**src/rtl/flaf_pkg.sv**
```systemverilog
// rtl/flaf_pkg.sv - shared constants, FSM encoding and helpers for the FLAF datapath
package flaf_pkg;

    localparam int FLAF_Q_ORD  = 7;
    localparam int FLAF_WIDTH  = 16;
    localparam int FLAF_QP_PHI = 15;
    localparam int FLAF_QP_W   = 12;
    localparam int FLAF_QP_OUT = 12;

    function automatic int acc_w_f(input int width, input int q_ord);
        return 2 * width + $clog2(q_ord);
    endfunction

    function automatic int sh_f(input int qp_phi, input int qp_w, input int qp_out);
        return qp_phi + qp_w - qp_out;
    endfunction

    localparam int FLAF_ACC_W = acc_w_f(FLAF_WIDTH, FLAF_Q_ORD);
    localparam int FLAF_SH    = sh_f(FLAF_QP_PHI, FLAF_QP_W, FLAF_QP_OUT);

    typedef enum logic [1:0] {
        ST_IDLE = 2'd0,
        ST_MAC  = 2'd1,
        ST_HOLD = 2'd2
    } state_t;

    // LSB position of element idx inside a packed vector of width-bit words
    function automatic int elem_lsb(input int idx, input int width);
        return idx * width;
    endfunction

endpackage

```
**src/rtl/flaf_round_sat.sv**
```systemverilog
// rtl/flaf_round_sat.sv - round-half-up and saturate a wide accumulator to WIDTH bits
module flaf_round_sat #(
    parameter int ACC_W = 35,
    parameter int SH    = 15,
    parameter int WIDTH = 16
) (
    input  logic signed [ACC_W-1:0] acc,
    output logic        [WIDTH-1:0] y
);

    // One guard bit so adding the half-LSB can never wrap the accumulator
    localparam logic signed [ACC_W:0] HALF  = {{(ACC_W-SH+1){1'b0}}, 1'b1, {(SH-1){1'b0}}};
    localparam logic signed [ACC_W:0] MAX_V = {{(ACC_W+2-WIDTH){1'b0}}, {(WIDTH-1){1'b1}}};
    localparam logic signed [ACC_W:0] MIN_V = {{(ACC_W+2-WIDTH){1'b1}}, {(WIDTH-1){1'b0}}};

    logic signed [ACC_W:0] sum;
    logic signed [ACC_W:0] shifted;

    always_comb begin
        sum     = {acc[ACC_W-1], acc} + HALF;
        shifted = sum >>> SH;
        y       = shifted[WIDTH-1:0];
        if (shifted > MAX_V) begin
            y = {1'b0, {(WIDTH-1){1'b1}}};
        end else if (shifted < MIN_V) begin
            y = {1'b1, {(WIDTH-1){1'b0}}};
        end
    end

endmodule

```
**src/rtl/flaf_phi_weight_mac.sv**
```systemverilog
// rtl/flaf_phi_weight_mac.sv - time-multiplexed y = sum(w[i]*phi[i]) with rounded, saturated output
module flaf_phi_weight_mac
    import flaf_pkg::*;
#(
    parameter int Q_ORD  = FLAF_Q_ORD,
    parameter int WIDTH  = FLAF_WIDTH,
    parameter int QP_PHI = FLAF_QP_PHI,
    parameter int QP_W   = FLAF_QP_W,
    parameter int QP_OUT = FLAF_QP_OUT
) (
    input  logic                     clk,
    input  logic                     reset,
    input  logic [Q_ORD*WIDTH-1:0]   phi_in_packed,
    input  logic [Q_ORD*WIDTH-1:0]   w_in_packed,
    input  logic                     in_valid,
    output logic                     in_ready,
    output logic [WIDTH-1:0]         y_out,
    output logic                     out_valid,
    input  logic                     out_ready
);

    localparam int ACC_W = acc_w_f(WIDTH, Q_ORD);
    localparam int SH    = sh_f(QP_PHI, QP_W, QP_OUT);
    localparam int IDX_W = (Q_ORD > 1) ? $clog2(Q_ORD) : 1;
    localparam logic [IDX_W-1:0] IDX_LAST = IDX_W'(Q_ORD - 1);

    state_t                  state_q, state_d;
    logic signed [WIDTH-1:0] phi_q [Q_ORD];
    logic signed [WIDTH-1:0] phi_d [Q_ORD];
    logic signed [WIDTH-1:0] w_q   [Q_ORD];
    logic signed [WIDTH-1:0] w_d   [Q_ORD];
    logic signed [ACC_W-1:0] acc_q, acc_d;
    logic        [IDX_W-1:0] idx_q, idx_d;
    logic        [WIDTH-1:0] y_q, y_d;

    logic signed [2*WIDTH-1:0] prod;
    logic signed [ACC_W-1:0]   prod_ext;
    logic signed [ACC_W-1:0]   acc_sum;
    logic        [WIDTH-1:0]   y_rs;

    always_comb begin
        prod     = w_q[idx_q] * phi_q[idx_q];
        prod_ext = ACC_W'(prod);
        acc_sum  = acc_q + prod_ext;
    end

    // Rounds the sum including the final product, so y is ready on the last MAC edge
    flaf_round_sat #(
        .ACC_W (ACC_W),
        .SH    (SH),
        .WIDTH (WIDTH)
    ) u_round_sat (
        .acc (acc_sum),
        .y   (y_rs)
    );

    always_comb begin
        state_d = state_q;
        acc_d   = acc_q;
        idx_d   = idx_q;
        y_d     = y_q;
        phi_d   = phi_q;
        w_d     = w_q;
        case (state_q)
            ST_IDLE: begin
                if (in_valid) begin
                    for (int i = 0; i < Q_ORD; i++) begin
                        phi_d[i] = phi_in_packed[elem_lsb(i, WIDTH) +: WIDTH];
                        w_d[i]   = w_in_packed[elem_lsb(i, WIDTH) +: WIDTH];
                    end
                    acc_d   = '0;
                    idx_d   = '0;
                    state_d = ST_MAC;
                end
            end
            ST_MAC: begin
                acc_d = acc_sum;
                idx_d = idx_q + IDX_W'(1);
                if (idx_q == IDX_LAST) begin
                    idx_d   = '0;
                    y_d     = y_rs;
                    state_d = ST_HOLD;
                end
            end
            ST_HOLD: begin
                if (out_ready) begin
                    state_d = ST_IDLE;
                end
            end
            default: state_d = ST_IDLE;
        endcase
    end

    always_ff @(posedge clk) begin
        if (reset) begin
            state_q <= ST_IDLE;
            acc_q   <= '0;
            idx_q   <= '0;
            y_q     <= '0;
        end else begin
            state_q <= state_d;
            acc_q   <= acc_d;
            idx_q   <= idx_d;
            y_q     <= y_d;
        end
    end

    // Operand arrays are only consumed after an accept, so they carry no reset
    always_ff @(posedge clk) begin
        phi_q <= phi_d;
        w_q   <= w_d;
    end

    assign in_ready  = (state_q == ST_IDLE);
    assign out_valid = (state_q == ST_HOLD);
    assign y_out     = y_q;

endmodule

```
**config.mk**
```make
export PLATFORM = sky130hd
export DESIGN_NAME = flaf_phi_weight_mac
export DESIGN_NICKNAME = d
export VERILOG_FILES = /design/src/rtl/flaf_pkg.sv /design/src/rtl/flaf_round_sat.sv /design/src/rtl/flaf_phi_weight_mac.sv
export SDC_FILE = /design/constraint.sdc
export NUM_CORES = 1
export LEC_CHECK = 0
export CAP_MARGIN = 10
export CELL_PAD_IN_SITES_DETAIL_PLACEMENT = 0
export CELL_PAD_IN_SITES_GLOBAL_PLACEMENT = 1
export CORE_MARGIN = 1.5
export CORE_UTILIZATION = 45
export CTS_BUF_LIST = sky130_fd_sc_hd__clkbuf_8
export DETAILED_ROUTE_END_ITERATION = 12
export PLACE_DENSITY = 0.78
export SETUP_SLACK_MARGIN = 0.2
export SLEW_MARGIN = 20
export SYNTH_ARGS = -nofsm -noshare
export SYNTH_HDL_FRONTEND = slang
export SYNTH_SLANG_ARGS = --single-unit
```
**constraint.sdc**
```tcl
create_clock -name clk -period 25.8 [get_ports clk]
set_input_delay 5.16 -clock clk [delete_from_list [all_inputs] [get_ports clk]]
set_output_delay 5.16 -clock clk [all_outputs]
set_load 0.005 [all_outputs]
```
==> results.md <==
- After detailed routing, the met2 layer carries 27600 um of wire.
- Wire segments on met3 add up to slightly below 4000 um in the final route.
- The setup TNS is 0 ps.
- The detailed-router iteration count before antenna repair is 7.
- The overall track demand over capacity in global routing is 23.3%.
- The final-report hold violation count is 0.
- At the worst endpoint, the required time is 26260 ps.
- The die extent in y is approximately 230 um.
- The launch point of the worst path is idx_q[1].
- Counting stages on the worst path, the most repeated cell is sky130_fd_sc_hd__fa_1.
- After detailed placement, the total cell area comes to 26000 um2.
- The top fanout value on the critical path is 45.
- The clock skew after layout is 37.6 ps.
- The number of enable flip-flop cells after synthesis is 224.
- The startpoint kind of the worst setup timing path is a flop.
- The worst max-slew margin expressed relative to the limit is 21.1%.
- Data on the critical path arrives at its endpoint at ~11000 ps.
- The ratio of final minimum period to clock period is 39.2%.
- The first global-routing pass estimated 94100 um of wire.
- Setup repair after global routing left no endpoint under its margin.
- The remaining antenna violation count after routing is 0.
- The floorplan die area is between 50000 and 60000 um2.
- Summed over all nets, the half-perimeter wirelength after detailed placement is 46500 um.
- The worst-case register-to-register setup slack is 15680 ps.
- By area the synthesized netlist is led by sky130_fd_sc_hd__edfxtp_1, sky130_fd_sc_hd__fa_1, sky130_fd_sc_hd__inv_1, sky130_fd_sc_hd__ha_1, sky130_fd_sc_hd__dfxtp_1.
- At the end of the flow the core is filled with cells to 54.0%.
- The critical path start-end classification is flop to flop.
- The most used flip-flop cell after synthesis is sky130_fd_sc_hd__edfxtp_1.
- The final global-route overflow total is 0.
- Synthesis produced a netlist with a net count of 2708.
- Clock tree synthesis selected as its root buffer the cell sky130_fd_sc_hd__clkbuf_8.
- The core region is around 50000 um2.
- The depth of the CTS H-tree is 2.
- Sorting the synthesized cells by how often they occur yields sky130_fd_sc_hd__inv_1, sky130_fd_sc_hd__fa_1, sky130_fd_sc_hd__nor2_1, sky130_fd_sc_hd__edfxtp_1, sky130_fd_sc_hd__nand2_1.
- The per-cell via count in the routed design is between 5 and 6.
- The later pin in the worst-skew pair is clocked with a latency of around 630 ps.
- The floorplan has slightly above 80 rows.
- Following the worst setup path forward leads to its endpoint at y_out[0].
- The fraction of layout instances using a drive strength above 1 is under 10%.
- The tightest min-delay check is of the flop to flop type.
- Measured along the x axis, the die boundary spans 228 um.
- The max-capacitance violation count is 0.
- The final cell area excluding filler cells is 27000 um2.
- The endpoint of the lowest-slack register-to-register path is y_out[0].
- The highest metal layer carrying signal wires in the routed design is met5.
- In this run the cell area of the synthesized design comes to 22800 um2.
- Setup violations remaining at the end of the flow were counted as 0.
- The post-synthesis cell type with the largest combined area is sky130_fd_sc_hd__edfxtp_1.
- The time the final worst path needs with I/O delays and setup is 10120 ps.
- In this run, synthesis produced a sequential element count of 280.
- During synthesis, Yosys emitted a total of 0 warnings.
- The number of resized instances in the post-cts repair step is 0.
- The average footprint of a synthesized cell is 11.0 um2.
- Clock tree synthesis found a total of 280 sinks.
- The max-slew violation count is 0.
- The TritonCTS clock tree is built.
- The share of the Yosys chip area taken by registers is 34.4%.
- The number of library cell types mapped by synthesis is 78.
- In the routed design, unresolved DRC markers number 0.
- The largest buffer count on any clock path is 3.
- The initial core utilization is 45.5%.
- The share of synthesized area in the top cell type comes to 29.5%.
- The number of hold buffers added after cts is 0.
- The final net count is between 2000 and 3000.
- The via count of the routed design is between 15000 and 20000.
- The via count of the first global-routing pass is between 15000 and 20000.
- For this run, the slowest stage of the critical path takes 940 ps.
- Routability-driven placement finished with a final weighted congestion of 0.863.
- The number of buffers added by the clock tree synthesis step is 49.
- The number of buffers inserted to repair setup after CTS is 0.
- The final layout contains routed wiring with a total length of 59100 um.
- The nature of the critical path endpoint is a flop.
- For this design, the slowest cell found on the critical path is sky130_fd_sc_hd__a21oi_1.
- The flow ran to the end, and the final reports show no timing, DRC or antenna violations.
- The iteration-0 DRC count of the detailed router is 978.
- The number of antenna violations at the first check in global routing is 5.
- The length in cells of the worst reg-to-reg path is 29.
- The synthesis-to-finish area growth is 18.5%.
- The average routed wire per standard cell is 19.6 um.
- For this design the top-level I/O count stands at approximately 250.
- The count of port buffers added during placement is 245.
- The startpoint of the most critical register-to-register path is idx_q[1].
- The cell with the most instances after synthesis is sky130_fd_sc_hd__inv_1.
- The maximum number of pins on one net before global-route repair is 152.
- For this run, asynchronously set or reset flops after synthesis account for 0%.
- At the pin with the least slew margin, the transition time is 1180 ps.
- The cell count after synthesis is 2065.
- The highest achievable clock rate is 0.0989 GHz.
- In the final routing, the length of wire on met1 measures around 26000 um.
- The clock-pin transition on the worst setup and hold timing paths is 60 ps.
worst max-delay path, delay by kind of cell, from the launching register on:
| kind | cells | cell delay (ps) |
|---|---|---|
| AOI/OAI and AO/OA | 10 | 3680 |
| adders and majority gates | 7 | 3450 |
| buffers and inverters | 6 | 890 |
| DFF | 1 | 630 |
| muxes | 1 | 160 |
| and+or+nand+nor | 5 | 1080 |
layout by cell type, fill, tap and decap left out, types with 51 or more instances in the layout:
master,Yosys,layout
sky130_fd_sc_hd__inv_1,363,373
sky130_fd_sc_hd__fa_1,310,310
sky130_fd_sc_hd__clkdlybuf4s50_1,0,245
sky130_fd_sc_hd__nor2_1,236,235
sky130_fd_sc_hd__edfxtp_1,224,224
sky130_fd_sc_hd__nand2_1,174,174
sky130_fd_sc_hd__ha_1,105,105
sky130_fd_sc_hd__a21oi_1,104,101
sky130_fd_sc_hd__dfxtp_1,56,53
sky130_fd_sc_hd__clkbuf_8,0,51
layer usage:
metal	GRT usage [%]	up-vias
met5	0	-
met4	8.01	4
met3	4.65	96
met2	37.8	516
met1	31.3	7760
li1	-	7283
stage by stage:
stage               std cells  hold WS [ps]  worst slack [ps]
floorplan                2065           436             14600
global placement         2928           458             15490
detailed placement       2928           462             15680
CTS                      3018           473             15690
global route             3021           505             15030
finish                   3021           469             15680
how the worst min path moves through the flow:
stage,to,depth (start not counted),start
5_1_grt,acc_q[2],2,acc_q[2]
4_1_cts,y_out[15],2,y_out[15]
3_3_place_gp,acc_q[0],2,acc_q[0]
3_5_place_dp,y_out[15],2,y_out[15]
6_report,y_out[15],2,y_out[15]
2_1_floorplan,acc_q[27],2,acc_q[27]
flip-flops by register name, indices dropped and copies added (netlist names):
signal,cells
state_q,2
w_q,112
phi_q,112
idx_q,3
y_out,16
acc_q,35
area by class of cell:
| cell class | instances | area, um2 |
|---|---|---|
| sequential | 280 | 7860 |
| clock inverter | 39 | 292 |
| timing repair buffer | 276 | 2690 |
| antenna | 3 | 7.51 |
| fill | 4452 | 23000 |
| clock buffer | 51 | 702 |
| inverter | 363 | 1370 |
| tap | 672 | 841 |
| multi-input combinational | 1337 | 13300 |
cells by family after synthesis:
group / after synthesis / share of synthesized area, %
simple gates: 545 / 10.5
buf+inv: 448 / 7.48
fa+ha+maj: 415 / 33.0
flops: 280 / 34.4
compound gates: 271 / 8.37
mux: 69 / 4.81
xor+xnor: 37 / 1.42
Power is left out: the tool's default activity adds up to more than one toggle a clock period on the data nets, which glitch-free logic cannot reach.
